===== src/rtl/imem_fetch_unit.sv =====
// Instruction memory with a valid/ready fetch port, registered response, program-load port and NOP clear after reset.
// Optional fetch/fault performance counters are enabled by defining IMEM_PERF_CNT_EN.
module imem_fetch_unit #(
    parameter int unsigned        ADDR_W    = 32,
    parameter int unsigned        DATA_W    = 32,
    parameter int unsigned        DEPTH     = 32,
    parameter logic [ADDR_W-1:0]  BASE_ADDR = '0,
    parameter logic [DATA_W-1:0]  NOP_WORD  = DATA_W'(32'hD503201F)
) (
    input  logic                       clk,
    input  logic                       rst_n,
    input  logic                       req_valid,
    output logic                       req_ready,
    input  logic [ADDR_W-1:0]          req_pc,
    output logic                       rsp_valid,
    input  logic                       rsp_ready,
    output logic [DATA_W-1:0]          rsp_instr,
    output logic [ADDR_W-1:0]          rsp_pc,
    output logic [1:0]                 rsp_fault,
    input  logic                       ld_en,
    output logic                       ld_ready,
    input  logic [$clog2(DEPTH)-1:0]   ld_addr,
    input  logic [DATA_W-1:0]          ld_data,
`ifdef IMEM_PERF_CNT_EN
    output logic [31:0]                perf_fetch_cnt,
    output logic [15:0]                perf_fault_cnt,
`endif
    output logic                       init_done
);

    localparam int unsigned        AW   = $clog2(DEPTH);
    localparam logic [ADDR_W:0]    SPAN = (ADDR_W+1)'(DEPTH * 4);

    typedef enum logic [1:0] {INIT, IDLE, RESP} state_t;

    state_t             state, state_nxt;
    logic [AW-1:0]      init_ptr;
    logic [DATA_W-1:0]  mem [DEPTH];
    logic [ADDR_W-1:0]  off;
    logic [AW-1:0]      idx;
    logic [1:0]         fault;
    logic               accept;

    always_ff @(posedge clk or negedge rst_n) begin
        if (!rst_n) state <= INIT;
        else        state <= state_nxt;
    end

    always_comb begin
        state_nxt = state;
        case (state)
            INIT: if (init_ptr == AW'(DEPTH - 1)) state_nxt = IDLE;
            IDLE: if (accept) state_nxt = RESP;
            RESP: if (rsp_ready && !accept) state_nxt = IDLE;
            default: state_nxt = INIT;
        endcase
    end

    always_comb begin
        req_ready = 1'b0;
        rsp_valid = 1'b0;
        init_done = 1'b1;
        case (state)
            INIT: init_done = 1'b0;
            IDLE: req_ready = 1'b1;
            RESP: begin
                req_ready = rsp_ready;
                rsp_valid = 1'b1;
            end
            default: init_done = 1'b0;
        endcase
    end

    assign ld_ready = init_done;
    assign accept   = req_valid && req_ready;

    // Misalignment is tested first so it wins over the range check.
    always_comb begin
        off   = req_pc - BASE_ADDR;
        idx   = off[AW+1:2];
        fault = 2'b00;
        if (req_pc[1:0] != 2'b00)
            fault = 2'b01;
        else if ((req_pc < BASE_ADDR) || ({1'b0, off} >= SPAN))
            fault = 2'b10;
    end

    // No reset on the array: INIT sweeps every word to NOP before any fetch is accepted.
    always_ff @(posedge clk) begin
        if (state == INIT)
            mem[init_ptr] <= NOP_WORD;
        else if (ld_en)
            mem[ld_addr] <= ld_data;
    end

    always_ff @(posedge clk or negedge rst_n) begin
        if (!rst_n) begin
            init_ptr  <= '0;
            rsp_instr <= NOP_WORD;
            rsp_pc    <= '0;
            rsp_fault <= 2'b00;
        end else begin
            if (state == INIT)
                init_ptr <= init_ptr + AW'(1);
            if (accept) begin
                rsp_pc    <= req_pc;
                rsp_fault <= fault;
                rsp_instr <= (fault != 2'b00) ? NOP_WORD : mem[idx];
            end
        end
    end

`ifdef IMEM_PERF_CNT_EN
    always_ff @(posedge clk or negedge rst_n) begin
        if (!rst_n) begin
            perf_fetch_cnt <= '0;
            perf_fault_cnt <= '0;
        end else if (accept) begin
            perf_fetch_cnt <= perf_fetch_cnt + 32'd1;
            if (fault != 2'b00)
                perf_fault_cnt <= perf_fault_cnt + 16'd1;
        end
    end
`endif

endmodule


===== config.mk =====
export PLATFORM = sky130hd
export DESIGN_NAME = imem_fetch_unit
export DESIGN_NICKNAME = d
export VERILOG_FILES = /design/src/rtl/imem_fetch_unit.sv
export SDC_FILE = /design/constraint.sdc
export NUM_CORES = 1
export LEC_CHECK = 0
export BUFFER_PORTS_ARGS = -buffer_cell sky130_fd_sc_hd__buf_4
export CORE_UTILIZATION = 45
export CTS_CLUSTER_SIZE = 14
export DETAILED_ROUTE_END_ITERATION = 8
export PLACE_DENSITY = 0.58
export SYNTH_ARGS = -nofsm -noshare
export SYNTH_HDL_FRONTEND = slang
export SYNTH_SLANG_ARGS = --single-unit

===== constraint.sdc =====
create_clock -name clk -period 7.7 [get_ports clk]
set_input_delay 0 -clock clk [delete_from_list [all_inputs] [get_ports clk]]
set_output_delay 0 -clock clk [all_outputs]
set_load 0.01 [all_outputs]

==> metrics.txt <==
dpl hpwl=64,430 um; fin crit share=52.12%; top sig layer=met5; Finish-stage setup viols=0; die footprint=95,690 um2; Final GP Congestion=between 0.8 and 0.9; Port-buffer cells=143; later-pin clock latency in the skew report=680 ps; layout cells sized above 1=28.49%; critical path launch point type=register; Die H=309.3 um; initial antenna violation count=4; CTS clk-pin slew, worst paths=60 ps; Worst EP arrival=about 4300 ps; synth top area cells=edfxtp_1 72%, mux4_2 12%, dfrtp_1 3.5%; Top FF cell, synth=edfxtp_1; Sequential Area=roughly 33,000 um2; Root Buffer=clkbuf_16; CTS Hold Buffers Added=45; maximum fanout along the worst path=32; Post-Place Cell Area=45,250 um2; number of hold violations in the final report=0; crit path kind=reg -> reg; TritonCTS Buffers=111; via/cell ratio=5.890; metal3 WL=9018 um; synth unique cells=53; Synth area leader=edfxtp_1; Seq cells post-synth=between 1k and 1.5k; number of I/O pins=144; area of the multi-input gates=9454 um2; most frequent cell after synthesis=edfxtp_1; RSZ-0062 raised after global routing=no; Ys Warns=0; pin count of the biggest net entering global routing=97; routed len/inst=around 30 um; WP data required=7980 ps; first-pass GRT wire length=157,600 um; final WL=110,100 um; critical path cell sequence=inv_1 -> ha_1 -> nor2b_4 -> buf_4 -> mux2_2 -> nand2_1 -> nor2_4; ANT nets after route=0; highest clock rate=0.2492 GHz; Crit-path slowest cell=nor2_4; Pwr Density=305.7 nW/um2; Post-synth top cells=1,024 x edfxtp_1, 228 x mux4_2, 164 x nand2_1; vias=21.54k; Setup WS pre-CTS=3625 ps; DRC errors left=0; final instance area=between 40,000 and 50,000 um2; GRT Total Usage=23.38%; Metal-1 WL=47,690 um; min Tclk post-route=4013 ps; PnR worst setup slack=3687 ps; outcome=finished clean; Mapped Area=42,510 um2; drt initial violations=1,963; Hold Crit Class=in -> reg; Post-Synthesis Cells=2,054; met2 WL=roughly 50,000 um; slew margin rel.=10.43%; Leakage=0.01642 uW; Async S/R FF share, synth=6.655%; Fill cells=7,357; Setup Skew=around 23 ps; Die X=between 300 and 400 um; Area Growth Syn to Fin=16.36%; Least-Margin Pin Slew=1340 ps; H-tree depth=3; Core Region=93,470 um2; Seq/Total Area, Yosys=76.68%; Max VDD drop=0.0002777 V; GRT overflow=0; maximum root-to-sink buffer count=3; initial core utilization=45.48%; clock sinks=1,097; Worst path max stage delay=1070 ps; total of max-cap violations=0; Synth Net Count=~2.1k; crit end category=register; postcts setup bufs=0; fin nets=2,383; reg2reg setup slack=around 3700 ps; # resized after CTS=0; Synth top area share=72.34%; DRT Pass-1 Iters=5; TritonCTS clock tree=built; vias in the first global route=21.68k; Sum Neg Setup Slack=0 ps; FP Rows=112; Post-synth EDFFs=1,024; synthesized area per cell=roughly 21 um2; Pins Over Slew Limit=0
==> cell usage in the layout (no fill, tap or decap), types with 29 or more instances in the layout <==
cell,synthesis,layout
clkbuf_16,0,113
dfrtp_1,60,60
nand2_1,164,164
mux4_2,228,228
buf_4,5,199
clkinv_1,2,32
clkinv_2,0,33
mux2i_1,107,107
dlygate4sd3_1,0,44
and2_1,30,29
a221oi_1,31,31
edfxtp_1,1024,1024
nor2_4,0,32
==> registers in the layout, summed over array words and instances (netlist names) <==
name / count
mem: 1024
rsp_instr: 32
state: 2
rsp_fault: 2
rsp_pc: 32
init_ptr: 5
==> per-stage QoR <==
stage	hold WS (ps)	utilization, %	power (uW)	std cells
2_1_floorplan	-295.6	-	8678	2054
3_3_place_gp	-47.75	48.41	9700	3398
4_1_cts	2.859	52.89	15220	3654
6_report	35.23	52.92	15120	3657
5_1_grt	9.726	52.91	15620	3655
3_5_place_dp	-49.21	48.41	9765	3398
==> power by group <==
group / switching, uW / total (uW) / internal [uW]
Combinational: 1450 / 2120 / 669
Clock: 2290 / 5480 / 3180
Sequential: 183 / 7530 / 7340
==> critical path, delay by kind of cell (launching register included) <==
| kind | cells | cell delay [ps] |
|---|---|---|
| multiplexers | 1 | 330 |
| AND/OR/NAND/NOR | 3 | 1830 |
| adder cells (fa/ha/maj) | 1 | 440 |
| flip-flops | 1 | 380 |
| buffers and inverters | 2 | 580 |
==> worst paths after layout <==
kind | to | startpoint | cells after the start
max reg2reg | mem[22][3]$_DFFE_PP_ | state[0]$_DFFE_PN0P_ | 7
min in group asynchronous | rsp_instr[26]$_DFFE_PN1P_ | rst_n | 3
min | mem[17][10]$_DFFE_PP_ | ld_data[10] | 3
min reg2reg | rsp_pc[28]$_DFFE_PN0P_ | rsp_pc[28]$_DFFE_PN0P_ | 2
max | mem[22][3]$_DFFE_PP_ | state[0]$_DFFE_PN0P_ | 7
max in group asynchronous | rsp_instr[9]$_DFFE_PN0P_ | rst_n | 4
==> layer usage <==
layer	track usage, %	vias up
li1	-	8988
met1	34.12	11510
met2	36.00	898
met3	5.451	142
met4	5.146	2
met5	0	-
==> cell families (layout without fill, tap and decap cells) <==
group                      after synthesis  in the layout  synth area share, %
DFF                                   1097           1097                76.68
other                                    0              2                    0
AOI/OAI and AO/OA                      172            172                3.103
xor gates and xnor gates                 3              3              0.06183
and+or+nand+nor                        306            306                3.194
adders and majority gates                6              6               0.1766
muxes                                  348            348                14.98
buffers and inverters                  122            469                1.810
==> layout make-up <==
cell class              count  area share (%)
diodes                      2         0.01012
clock inverters            90           1.761
flip-flops and latches   1097           65.90
multi-input cells         835           19.11
repair buffers            251           4.212
clock buffers             121           5.778
inverters                   7         0.05565
well taps                1254           3.172
No activity file was read; power rests on OpenSTA's default activity.
